--- config.mk ---
export PLATFORM = sky130hd
export DESIGN_NAME = column_tex_requester
export DESIGN_NICKNAME = d
export VERILOG_FILES = /design/src/rtl/column_tex_requester.sv
export SDC_FILE = /design/constraint.sdc
export NUM_CORES = 1
export LEC_CHECK = 0
export CORE_ASPECT_RATIO = 1.75
export CORE_MARGIN = 3
export CORE_UTILIZATION = 52
export DETAILED_ROUTE_END_ITERATION = 7
export PLACE_DENSITY_LB_ADDON = 0.05
export SYNTH_ARGS = -nofsm -noshare
export SYNTH_HDL_FRONTEND = slang
export SYNTH_SLANG_ARGS = --single-unit
export TNS_END_PERCENT = 10
--- constraint.sdc ---
create_clock -name pixel_clk_in -period 7.5 [get_ports pixel_clk_in]
set_clock_uncertainty 0.15 [all_clocks]
set_input_delay 1.5 -clock pixel_clk_in [delete_from_list [all_inputs] [get_ports pixel_clk_in]]
set_output_delay 1.5 -clock pixel_clk_in [all_outputs]
set_load 0.05 [all_outputs]
--- src/rtl/column_tex_requester.sv ---
// Per-column texture fetch sequencer: walks every row of one screen column, requests
// sampler pixels for textured wall rows and writes ceiling/wall/floor bytes to the frame buffer.
// Optional request watchdog enabled by defining TEX_TIMEOUT_EN.
module column_tex_requester #(
  parameter int         SCREEN_WIDTH   = 320,
  parameter int         SCREEN_HEIGHT  = 180,
  parameter logic [7:0] CEIL_COLOR     = 8'h11,
  parameter logic [7:0] FLOOR_COLOR    = 8'h22,
  parameter logic [7:0] WALL_COLOR     = 8'h33,
  parameter int         TIMEOUT_CYCLES = 64
) (
  input  logic        pixel_clk_in,
  input  logic        rst_n_in,
  input  logic        ray_valid_in,
  output logic        ray_ready_out,
  input  logic [8:0]  hcount_ray_in,
  input  logic [7:0]  lineheight_in,
  input  logic [9:0]  drawstart_in,
  input  logic [15:0] wallX_in,
  input  logic [3:0]  map_data_in,
  output logic        valid_req_out,
  output logic [15:0] wallX_out,
  output logic [7:0]  lineheight_out,
  output logic [9:0]  drawstart_out,
  output logic [7:0]  vcount_ray_out,
  output logic [3:0]  texture_out,
  input  logic [7:0]  tex_pixel_in,
  input  logic        valid_tex_in,
  output logic [15:0] pix_addr_out,
  output logic [7:0]  pix_data_out,
  output logic        pix_wr_out,
  output logic        column_done_out,
  output logic        timeout_err_out
);

  localparam logic [2:0] S_IDLE = 3'd0;
  localparam logic [2:0] S_ROW  = 3'd1;
  localparam logic [2:0] S_WAIT = 3'd2;
  localparam logic [2:0] S_GAP  = 3'd3;
  localparam logic [2:0] S_DONE = 3'd4;

  logic [2:0]  state_q, state_d;
  logic [7:0]  row_q, row_d;
  logic [15:0] rowAddr_q, rowAddr_d;
  logic [15:0] pixAddr_q, pixAddr_d;
  logic [7:0]  pixData_q, pixData_d;
  logic        pixWr_q, pixWr_d;
  logic        req_q, req_d;
  logic [15:0] wallX_q, wallX_d;
  logic [7:0]  lineHeight_q, lineHeight_d;
  logic [9:0]  drawStart_q, drawStart_d;
  logic [3:0]  texture_q, texture_d;
  logic        done_q, done_d;
  logic        ready_q, ready_d;

`ifdef TEX_TIMEOUT_EN
  localparam int TW = $clog2(TIMEOUT_CYCLES + 1);
  logic [TW-1:0] waitCnt_q, waitCnt_d;
  logic          timeoutErr_q, timeoutErr_d;
`endif

  logic        handshake;
  logic        isLastRow;
  logic [10:0] row11, spanStart, spanEnd;
  logic        isAbove, isWall, isTextured;
  logic [7:0]  rowColor;

  // Wall span compare is done in 11 bits so drawstart + lineheight never wraps.
  always_comb begin
    row11      = {3'b000, row_q};
    spanStart  = {1'b0, drawStart_q};
    spanEnd    = {1'b0, drawStart_q} + {3'b000, lineHeight_q};
    isAbove    = row11 < spanStart;
    isWall     = !isAbove && (row11 < spanEnd);
    isTextured = (texture_q >= 4'd2) && (texture_q <= 4'd9);
    isLastRow  = row_q == 8'(SCREEN_HEIGHT - 1);
    handshake  = ready_q && ray_valid_in;
    if (isAbove) begin
      rowColor = CEIL_COLOR;
    end else if (isWall) begin
      rowColor = WALL_COLOR;
    end else begin
      rowColor = FLOOR_COLOR;
    end
  end

  always_comb begin
    state_d      = state_q;
    row_d        = row_q;
    rowAddr_d    = rowAddr_q;
    pixAddr_d    = pixAddr_q;
    pixData_d    = pixData_q;
    pixWr_d      = 1'b0;
    req_d        = req_q;
    wallX_d      = wallX_q;
    lineHeight_d = lineHeight_q;
    drawStart_d  = drawStart_q;
    texture_d    = texture_q;
    done_d       = 1'b0;
    ready_d      = (state_q == S_IDLE) && !handshake;
`ifdef TEX_TIMEOUT_EN
    waitCnt_d    = waitCnt_q;
    timeoutErr_d = timeoutErr_q;
`endif

    case (state_q)
      S_IDLE: begin
        if (handshake) begin
          wallX_d      = wallX_in;
          lineHeight_d = lineheight_in;
          drawStart_d  = drawstart_in;
          texture_d    = map_data_in;
          row_d        = 8'd0;
          rowAddr_d    = 16'(hcount_ray_in);
          pixAddr_d    = 16'(hcount_ray_in);
          state_d      = S_ROW;
        end
      end

      S_ROW: begin
        if (isWall && isTextured) begin
          req_d   = 1'b1;
          state_d = S_WAIT;
`ifdef TEX_TIMEOUT_EN
          waitCnt_d = '0;
`endif
        end else begin
          pixWr_d   = 1'b1;
          pixAddr_d = rowAddr_q;
          pixData_d = rowColor;
          if (isLastRow) begin
            state_d = S_DONE;
          end else begin
            row_d     = row_q + 8'd1;
            rowAddr_d = rowAddr_q + 16'(SCREEN_WIDTH);
            state_d   = S_ROW;
          end
        end
      end

      S_WAIT: begin
        if (valid_tex_in) begin
          pixWr_d   = 1'b1;
          pixAddr_d = rowAddr_q;
          pixData_d = tex_pixel_in;
          req_d     = 1'b0;
          state_d   = S_GAP;
        end
`ifdef TEX_TIMEOUT_EN
        else if (waitCnt_q == TW'(TIMEOUT_CYCLES - 1)) begin
          pixWr_d      = 1'b1;
          pixAddr_d    = rowAddr_q;
          pixData_d    = WALL_COLOR;
          req_d        = 1'b0;
          timeoutErr_d = 1'b1;
          state_d      = S_GAP;
        end else begin
          waitCnt_d = waitCnt_q + TW'(1);
        end
`endif
      end

      // The sampler triggers on the request's rising edge, so the request must drop for a cycle.
      S_GAP: begin
        if (isLastRow) begin
          state_d = S_DONE;
        end else begin
          row_d     = row_q + 8'd1;
          rowAddr_d = rowAddr_q + 16'(SCREEN_WIDTH);
          state_d   = S_ROW;
        end
      end

      S_DONE: begin
        done_d  = 1'b1;
        state_d = S_IDLE;
      end

      default: begin
        state_d = S_IDLE;
      end
    endcase
  end

  always_ff @(posedge pixel_clk_in or negedge rst_n_in) begin
    if (!rst_n_in) begin
      state_q      <= S_IDLE;
      row_q        <= '0;
      rowAddr_q    <= '0;
      pixAddr_q    <= '0;
      pixData_q    <= '0;
      pixWr_q      <= 1'b0;
      req_q        <= 1'b0;
      wallX_q      <= '0;
      lineHeight_q <= '0;
      drawStart_q  <= '0;
      texture_q    <= '0;
      done_q       <= 1'b0;
      ready_q      <= 1'b0;
`ifdef TEX_TIMEOUT_EN
      waitCnt_q    <= '0;
      timeoutErr_q <= 1'b0;
`endif
    end else begin
      state_q      <= state_d;
      row_q        <= row_d;
      rowAddr_q    <= rowAddr_d;
      pixAddr_q    <= pixAddr_d;
      pixData_q    <= pixData_d;
      pixWr_q      <= pixWr_d;
      req_q        <= req_d;
      wallX_q      <= wallX_d;
      lineHeight_q <= lineHeight_d;
      drawStart_q  <= drawStart_d;
      texture_q    <= texture_d;
      done_q       <= done_d;
      ready_q      <= ready_d;
`ifdef TEX_TIMEOUT_EN
      waitCnt_q    <= waitCnt_d;
      timeoutErr_q <= timeoutErr_d;
`endif
    end
  end

  assign ray_ready_out   = ready_q;
  assign valid_req_out   = req_q;
  assign wallX_out       = wallX_q;
  assign lineheight_out  = lineHeight_q;
  assign drawstart_out   = drawStart_q;
  assign vcount_ray_out  = row_q;
  assign texture_out     = texture_q;
  assign pix_addr_out    = pixAddr_q;
  assign pix_data_out    = pixData_q;
  assign pix_wr_out      = pixWr_q;
  assign column_done_out = done_q;
`ifdef TEX_TIMEOUT_EN
  assign timeout_err_out = timeoutErr_q;
`else
  assign timeout_err_out = 1'b0;
`endif

endmodule

==> impl_metrics.toml, run 1 <==
[die]
dieWidth_um = 79.3
start_util_pct = 53.7
pin_count = 134
die_area_sq_mm = 0.0106
core_area_sq_mm = 0.00909
die_h_um = 134
num_rows = 46

[route]
wl_per_cell_um = 16.1
postRouteAntennaNets = 0
wl_um = 12400
drtIter0Drc = 177
drt_first_pass_iters = 5
vias = 4233
drcViolationCount = 0
routed_via_density = 5.49

[cells_and_area]
multiInputGateArea_sq_mm = 0.00237
area_growth_pct = 34.5
drive_gt1_share_pct = 6.14
diodes = 0
nFillCells = 752
layout.nets = 730
design_area_sq_mm = 0.00657
seqCellArea_sq_mm = 0.00233

[pwr]
p_leak_nw = 3.07
p_per_area_mw_per_mm2 = 434
vdd_drop_max_mv = 0.317

[worst_setup_path]
crit_slowest_cell = "nand3_2"
endpoint_kind = "register"
reg2reg_to = "pix_addr_out[11]$_DFFE_PN0P_"
r2r_cells = 13
rrSetupSlack_ns = 3.50
crit_chain = "clkdlybuf4s50_1, nand3_2, nand2_1, o21ai_1, buf_4, or4_1, a21oi_1"
cp.arrival_ns = 4.28
crit_fanout = 48
critical_path_class = "input port to register"
cp-start-kind = "input port"
r2r-start = "lineheight_out[0]$_DFFE_PN0P_"
slowest_delay_ns = 0.73
worstPathRequired_ns = 7.60

[clock_network]
clock_sinks = 93
postCtsHoldBufs = 0
clockBufferDepth = 2
post_cts_buffers = 0
htree_levels = 3
root_buffer = "clkbuf_16"
numCtsBuffers = 9
clk_latency_ns = 0.34
clk_pin_slew_worst_paths_ns = 0.07
tritoncts = "built"
cts_repair_resize_count = 0

[logic_synthesis]
synthTopCellsByArea = "dfrtp_1 (48%), nand2_1 (11%), ha_1 (6.1%), a21oi_1 (2.8%), o21ai_0 (2.8%)"
netlist_instances = 524
synth.top_cell.area_share_pct = 47.6
synth_edf_count = 0
yosysMostFrequentCell = "nand2_1"
synthesis.yosys.warnings = 0
synthFlopType = "dfrtp_1"
syn_area_sq_mm = 0.00489
synth_seq_cells = 93
syn_nets = 608
yosysSeqAreaShare_pct = 47.6
synthTopCellsByCount = "nand2_1 (139), dfrtp_1 (93), a21oi_1 (27), o21ai_0 (27), ha_1 (24)"
synth_cell_types = 58
syn_area_per_cell_sq_um = 9.33
yosysTopAreaCell = "dfrtp_1"
async_flop_share_pct = 100

[timing]
slew_violations = 0
layout_min_cycle_time_ns = 4.18
tns_ns = 0
setup_viol = 0
relSlewSlack_pct = 27.1
fin_crit_sh_pct = 55.7
finalWorstSetupSlack_ns = 3.32
fmax_mhz = 239
worst_pin_slew_ns = 1.09
final-hold-violation-count = 0
rsz0062_at_grt = "no"

[placement]
port_buffers = 132
routabilityCongestion = 0.844
dp_hpwl_um = 9070
post-place-ws_ns = 3.01
place_area_sq_mm = 0.00628

[grt]
grt_usage_pct = 24.6
antenna_found_initial = 0
grt_max_degree = 62
grt_pass1_vias = 4449
overflow = 0
grt_first_pass_wirelength_um = 20900

[hold_path]
hp-class = "register to register"
holdCritStartpoint = "rowAddr_q[5]$_DFFE_PN0P_"
hold_depth = 2
hold_end = "rowAddr_q[5]$_DFFE_PN0P_"

[status]
outcome = "finished clean"

[run]
cap_viol_max_count = 0
[worst max-delay path by stage]
stage	from	to
3_3_place_gp	ray_valid_in	rowAddr_q[9]$_DFFE_PN0P_
6_report	ray_valid_in	rowAddr_q[9]$_DFFE_PN0P_
2_1_floorplan	drawstart_out[3]$_DFFE_PN0P_	pix_addr_out[0]$_DFFE_PN0P_
3_5_place_dp	ray_valid_in	vcount_ray_out[4]$_DFFE_PN0P_
5_1_grt	ray_valid_in	vcount_ray_out[3]$_DFFE_PN0P_
4_1_cts	ray_valid_in	rowAddr_q[9]$_DFFE_PN0P_
[worst max-delay path: cells and delay by family]
kind	cells	cell delay, ns
buf+inv	2	0.80
compound gates	2	0.38
simple gates	3	1.58
[power breakdown]
group | internal [mW] | switching [mW] | total, mW
Combinational | 0.589 | 0.979 | 1.57
Sequential | 0.669 | 0.165 | 0.834
Clock | 0.258 | 0.189 | 0.447
Total | 1.52 | 1.33 | 2.85
[layout by cell type (no fill, tap or decap), types with 2 or more instances in the layout]
cell type and count:
clkbuf_16 9, nor2b_1 9, nand2_1 139, and3_1 2, o2111ai_1 2, xnor2_1 2, a2111oi_2 2, clkdlybuf4s50_1 131
mux2i_1 13, nor2_1 16, o31ai_1 7, nand2b_1 8, o21ai_0 27, o21a_1 2, buf_4 4, a21o_1 5
clkinv_2 3, o211ai_1 2, mux2_2 9, nor3_1 10, nand3_1 11, or4_1 8, ha_1 24, dfrtp_1 93
nand4_1 7, a21oi_1 27, inv_1 23, xor2_1 5, a31oi_1 3, mux2_1 10, a211o_1 2, nor4_1 5
[final cells by class]
class	instances	area share (%)
Sequential cell	93	35.4
Inverter	23	1.31
Tap cell	120	2.28
Clock buffer	10	3.48
Timing Repair Buffer	135	20.4
Multi-Input combinational cell	384	36.1
Clock inverter	6	0.952
[state kept, by name (all words and copies together) (netlist names), 3 cells and up]
register and cells:
drawstart_out 10, pix_addr_out 16, lineheight_out 8, state_q 3
texture_out 4, vcount_ray_out 8, rowAddr_q 16, wallX_out 16
pix_data_out 8
[stage by stage]
stage | utilization, % | power, mW | cells | hold WS (ns)
floorplan | - | 1.91 | 524 | 0.285
global placement | 69.1 | 2.37 | 755 | 0.298
detailed placement | 69.1 | 2.41 | 755 | 0.311
CTS | 72.3 | 2.87 | 771 | 0.328
global route | 72.3 | 3.04 | 771 | 0.356
finish | 72.3 | 2.85 | 771 | 0.322
[logic make-up (layout without fill, tap and decap cells)]
kind of cell	Yosys count	in the layout	synth area share, %
adder cells (fa/ha/maj)	25	25	6.55
flip-flops	93	93	47.6
multiplexers	32	32	7.04
buffers and inverters	47	174	3.92
XOR/XNOR	7	7	1.25
AO/OA/AOI/OAI	94	94	12.8
other	1	1	0.0767
AND/OR/NAND/NOR	225	225	20.8
[per-layer routing]
layer	part of all wire (%)	routed length (um)	track usage, %
met1	39	4780	28.2
met2	54	6760	44.7
met3	5.2	651	5.91
met4	1.9	230	7.46
met5	0	0	0
Note: power is estimated with default switching activity, not from simulation.
==> inputs of run 2 (changes only) <==
Settings changed: CORE_UTILIZATION 52 to 49.
Clock period 7.5 ns to 4.3 ns, I/O delays scaled along.
==> run 2 against run 1 <==
- count of clock-buffer cells in the layout rose by 1
- setup slack worse by 2.9 ns
- clock power increased by 81%
- cell count is 0.65% higher
- largest cell class unchanged
- utilization shrank 3.2 points
- global-route usage fell by 0.66 points
- critical path depth up 6
- non-clock buffer count up 3
- sequential share of layout area decreased by 0.24 points
- final area grew 0.69%
- flip-flop and latch count is the same
- hold slack got worse by 0.0021 ns
==> impl_metrics.toml, run 2 (same netlist as run 1, synthesis figures left out) <==
[die]
core_area_sq_mm = 0.00959
start_util_pct = 51.0
num_rows = 47
die_area_sq_mm = 0.0113
pin_count = 134
die_h_um = 138
dieWidth_um = 81.5

[timing]
final-hold-violation-count = 0
slew_violations = 0
fin_crit_sh_pct = 90.7
tns_ns = 0
fmax_mhz = 256
relSlewSlack_pct = 29.9
layout_min_cycle_time_ns = 3.90
worst_pin_slew_ns = 1.05
setup_viol = 0
rsz0062_at_grt = "no"

[clock_network]
clock_sinks = 93
postCtsHoldBufs = 0
tritoncts = "built"
clk_pin_slew_worst_paths_ns = 0.07
root_buffer = "clkbuf_16"
numCtsBuffers = 9
cts_repair_resize_count = 0
clockBufferDepth = 2
post_cts_buffers = 0
htree_levels = 3
clk_latency_ns = 0.34

[worst_setup_path]
r2r-start = "lineheight_out[0]$_DFFE_PN0P_"
cp_num_buf_inv = 0
slowest_delay_ns = 0.47
crit_slowest_cell = "o21ai_0"
crit_chain = "ha_1, fa_1, a211oi_2, o21bai_1, a21oi_1, xor2_1, ha_1, nand2_1, nor3_1, a21oi_2, o21ai_0, a21o_1, mux2i_1"
cp.arrival_ns = 4.00
critical_path_class = "register to register"
r2r_cells = 13
cp-start-kind = "register"
cp_common_cell = "ha_1"
rrSetupSlack_ns = 0.40
crit_fanout = 9
endpoint_kind = "register"
worstPathRequired_ns = 4.40
path_delay_family = "compound AO/OA/AOI/OAI gates"
reg2reg_to = "pix_data_out[0]$_DFFE_PN0P_"

[cells_and_area]
area_growth_pct = 35.4
nFillCells = 773
diodes = 0
final_cells = 776
final_cell_mix = "nand2_1 (139), clkdlybuf4s50_1 (131), dfrtp_1 (93)"
layout.nets = 733
final_common_cell = "nand2_1"
drive_gt1_share_pct = 6.73
final_core_util_pct = 69.0

[hold_path]
hold_depth = 2
hp-class = "register to register"
hold_end = "rowAddr_q[1]$_DFFE_PN0P_"
holdCritStartpoint = "rowAddr_q[1]$_DFFE_PN0P_"

[route]
wl_per_cell_um = 16.3
drcViolationCount = 0
postRouteAntennaNets = 0
drt_first_pass_iters = 5
drtIter0Drc = 217
wl_um = 12600
vias = 4249
routed_via_density = 5.48

[pwr]
p_leak_nw = 3.09
p_per_area_mw_per_mm2 = 757
vdd_drop_max_mv = 0.447

[placement]
port_buffers = 132
dp_hpwl_um = 9160
dp.cells = 760
routabilityCongestion = 0.820

[grt]
overflow = 0
grt_max_degree = 84
antenna_found_initial = 0
grt_first_pass_wirelength_um = 21300
grt_usage_pct = 24.0
grt_pass1_vias = 4474

[run]
cap_viol_max_count = 0

[status]
outcome = "finished clean"
[run 2: changes by cell type in the layout (fill, tap and decap cells not counted)]
cell,before,now
buf_4,4,7
clkbuf_1,1,0
clkbuf_8,0,2
clkinv_2,3,1
clkinvlp_4,0,2
inv_6,1,0
[run 2: power breakdown]
part / internal, mW / total (mW) / switching [mW]
combinational: 1.03 / 2.75 / 1.72
sequential: 1.17 / 1.45 / 0.288
clock: 0.482 / 0.810 / 0.328
[run 2: worst max-delay path by stage]
stage	startpoint	endpoint	cells past startpoint
after detailed placement	drawstart_out[0]$_DFFE_PN0P_	pix_data_out[0]$_DFFE_PN0P_	13
after global routing	drawstart_out[0]$_DFFE_PN0P_	state_q[0]$_DFFE_PN0P_	13
after floorplan	drawstart_out[3]$_DFFE_PN0P_	pix_addr_out[0]$_DFFE_PN0P_	15
final	lineheight_out[0]$_DFFE_PN0P_	pix_data_out[0]$_DFFE_PN0P_	13
after global placement	lineheight_out[1]$_DFFE_PN0P_	pix_addr_out[9]$_DFFE_PN0P_	14
after CTS	lineheight_out[0]$_DFFE_PN0P_	pix_data_out[0]$_DFFE_PN0P_	13
[run 2: cell type report]
| cell class | count | area, sq um | share of cell area, % |
|---|---|---|---|
| Tap cell | 122 | 153 | 2.31 |
| Timing Repair Buffer | 138 | 1360 | 20.6 |
| Multi-Input combinational cell | 384 | 2370 | 35.9 |
| Clock buffer | 11 | 253 | 3.82 |
| Sequential cell | 93 | 2330 | 35.2 |
| Clock inverter | 5 | 58.8 | 0.889 |
| Inverter | 23 | 86.3 | 1.30 |
[run 2: metrics by stage]
stage | hold WS [ns] | instance area, sq um | worst slack [ns] | power (mW)
6_report | 0.320 | 6620 | 0.398 | 5.01
2_1_floorplan | 0.285 | 4890 | 0.526 | 3.33
4_1_cts | 0.326 | 6620 | 0.398 | 5.05
5_1_grt | 0.349 | 6620 | 0.0158 | 5.36
3_3_place_gp | 0.295 | 6300 | 0.664 | 4.15
3_5_place_dp | 0.311 | 6300 | 0.497 | 4.21
[run 2: layer usage]
metal,part of all wire (%),GRT usage [%]
met1,39,27.6
met2,53,40.7
met3,5.5,6.45
met4,2.8,10.3
met5,0,0
[run 2: tightest hold or removal path, cell delays in order (launching register included)]
cell,delay [ns]
dfrtp_1,0.34
nand2_1,0.05
nand2_1,0.05
==> inputs of run 3 (changes only) <==
Settings changed: ABC_AREA set to 1.
==> run 3 against run 2 <==
- critical path depth is 7 higher
- sequential share of layout area shrank 0.099 points
- non-clock buffer count is 3 lower
- critical endpoint is now pix_addr_out[4]$_DFFE_PN0P_
==> impl_metrics.toml, run 3 <==
[clock_network]
clockBufferDepth = 2
numCtsBuffers = 9
post_cts_buffers = 0
root_buffer = "clkbuf_16"
postCtsHoldBufs = 0
clock_sinks = 93
clk_pin_slew_worst_paths_ns = 0.06
htree_levels = 3
tritoncts = "built"
clk_latency_ns = 0.35
cts_repair_resize_count = 0

[route]
wl_per_cell_um = 14.3
postRouteAntennaNets = 0
drcViolationCount = 0
vias = 4206
routed_via_density = 5.14
wl_um = 11700
drtIter0Drc = 245
drt_first_pass_iters = 4

[timing]
worst_pin_slew_ns = 1.06
setup_viol = 0
tns_ns = 0
final-hold-violation-count = 0
hold_ws_ns = 0.338
fin_crit_sh_pct = 82.0
fmax_mhz = 283
layout_min_cycle_time_ns = 3.53
relSlewSlack_pct = 29.3
slew_violations = 0
rsz0062_at_grt = "no"

[placement]
port_buffers = 132
dp.cells = 803
dp_hpwl_um = 8620
place_area_sq_mm = 0.00630
routabilityCongestion = 0.833

[pwr]
p_per_area_mw_per_mm2 = 832
comb_power_share_pct = 57.9
p_clk_share_pct = 16.1
p_leak_nw = 3.08
switching_power_mw = 2.67
vdd_drop_max_mv = 0.641
seq_power_share_pct = 26.0
p_sw_share_pct = 48.3
intPower_mw = 2.85

[die]
die_area_sq_mm = 0.0113
num_rows = 47
dieWidth_um = 81.7
start_util_pct = 50.9
die_h_um = 138
pin_count = 134
core_area_sq_mm = 0.00964

[grt]
grt_first_pass_wirelength_um = 19500
grt_pass1_vias = 4201
grt_max_degree = 84
overflow = 0
grt_usage_pct = 21.9
antenna_found_initial = 0

[cells_and_area]
final_core_util_pct = 68.8
final_common_cell = "nand2_1"
design_area_sq_mm = 0.00664
diodes = 0
drive_gt1_share_pct = 9.18
final_cell_mix = "nand2_1 (174), clkdlybuf4s50_1 (131), dfrtp_1 (93)"
layout.nets = 776
final_cells = 819
area_growth_pct = 35.1

[logic_synthesis]
synth_mux_area_share_pct = 7.03
synth_seq_cells = 93
synth_edf_count = 0
synth.top_cell.area_share_pct = 47.4
yosysTopAreaCell = "dfrtp_1"
netlist_instances = 565
synthTopCellsByArea = "dfrtp_1 (47%), nand2_1 (13%), mux2_2 (6.4%), ha_1 (6.1%), o21ai_0 (3.9%)"
syn_area_per_cell_sq_um = 8.69
synthXorXnorAreaFrac_pct = 3.03
syn_nets = 649
synth_cell_types = 42
synthSimpleGateAreaFrac_pct = 20.6
synthTopCellsByCount = "nand2_1 (174), dfrtp_1 (93), inv_1 (50)"
async_flop_share_pct = 100
synthesis.yosys.warnings = 0
synth_top_family_by_area = "simple AND/OR/NAND/NOR gates"
syn_area_sq_mm = 0.00491
yosysSeqAreaShare_pct = 47.4
synthAdderAreaFrac_pct = 6.52
synth_compound_area_share_pct = 9.07
yosysMostFrequentCell = "nand2_1"
synthFlopType = "dfrtp_1"

[worst_setup_path]
crit_chain = "ha_1, fa_1, nand2_1, nand2_2, nand3_2, nand2_2, xnor2_1, ha_1, a21o_1, nor2_1, nand2_1, nand2_1, nand2_1, nand3_1, nor2_2, nor2_2, nand2_4, nand2_2, nand2_1, o21ai_1"
cp_common_cell = "nand2_1"
crit_slowest_cell = "fa_1"
slowest_delay_ns = 0.42
critical_path_class = "register to register"
cp_num_buf_inv = 0
worstPathRequired_ns = 4.41
endpoint_kind = "register"
cp.arrival_ns = 3.63
crit_fanout = 32
cp-start-kind = "register"
path_delay_family = "simple AND/OR/NAND/NOR gates"

[status]
outcome = "finished clean"

[run]
cap_viol_max_count = 0

[hold_path]
hp-class = "register to register"
==> run 3: cell types whose count changed after synthesis, sizes merged, moves of 8 or more <==
| cell | previous run | this run |
|---|---|---|
| a21oi | 28 | 9 |
| nand2b | 8 | 0 |
| nor2b | 9 | 0 |
| clkbuf | 15 | 7 |
| inv | 23 | 52 |
| mux2 | 19 | 28 |
| mux2i | 13 | 3 |
| or4 | 8 | 0 |
| nand2 | 140 | 180 |
| o21ai | 28 | 61 |
| o31ai | 8 | 0 |
| nor2 | 16 | 37 |
==> run 3: power by group through the flow <==
stage	logic (mW)	registers (mW)	clock network [mW]
finish	3.20	1.44	0.887
global route	3.49	1.48	0.940
CTS	3.23	1.44	0.903
detailed placement	3.20	1.45	0
global placement	3.13	1.44	0
floorplan	1.37	2.34	0
==> run 3: cell type report <==
class | count | area (sq um)
fill | 823 | 3010
sequential | 93 | 2330
multi-input combinational | 401 | 2280
timing repair buffer | 135 | 1340
clock buffer | 12 | 256
inverter | 52 | 195
tap | 122 | 153
clock inverter | 4 | 78.8
==> run 3: worst min-delay path, stage by stage (launching register included) <==
cell	delay, ns
dfrtp_1	0.34
nand2_1	0.05
o21ai_1	0.06
==> run 3: final timing paths <==
check	from	end	slack (ns)	cells after the start
setup / recovery	drawstart_out[0]$_DFFE_PN0P_	pix_addr_out[4]$_DFFE_PN0P_	0.77	20
hold / removal	pix_addr_out[0]$_DFFE_PN0P_	pix_addr_out[0]$_DFFE_PN0P_	0.34	2
setup reg to reg	drawstart_out[0]$_DFFE_PN0P_	pix_addr_out[4]$_DFFE_PN0P_	0.77	20
hold reg to reg	pix_addr_out[0]$_DFFE_PN0P_	pix_addr_out[0]$_DFFE_PN0P_	0.34	2
max in group asynchronous	rst_n_in	drawstart_out[3]$_DFFE_PN0P_	2.68	2
min in group asynchronous	rst_n_in	pix_wr_out$_DFF_PN0_	0.53	1
==> run 3: metrics by stage <==
stage	power (mW)	worst slack, ns
3_5_place_dp	4.65	0.800
5_1_grt	5.91	0.417
4_1_cts	5.57	0.760
2_1_floorplan	3.71	0.987
6_report	5.52	0.772
3_3_place_gp	4.57	0.990
==> run 3: logic make-up after synthesis <==
| group | count (synthesis) |
|---|---|
| mux | 31 |
| xor+xnor | 17 |
| fa+ha+maj | 25 |
| other cells | 1 |
| buf+inv | 71 |
| flops | 93 |
| simple gates | 246 |
| compound gates | 81 |
==> run 3: routing by layer <==
metal | part of all wire, % | global-route usage (%)
met1 | 38 | 24.5
met4 | 2.4 | 9.02
met2 | 54 | 38.5
met3 | 5.4 | 5.34
met5 | 0 | 0
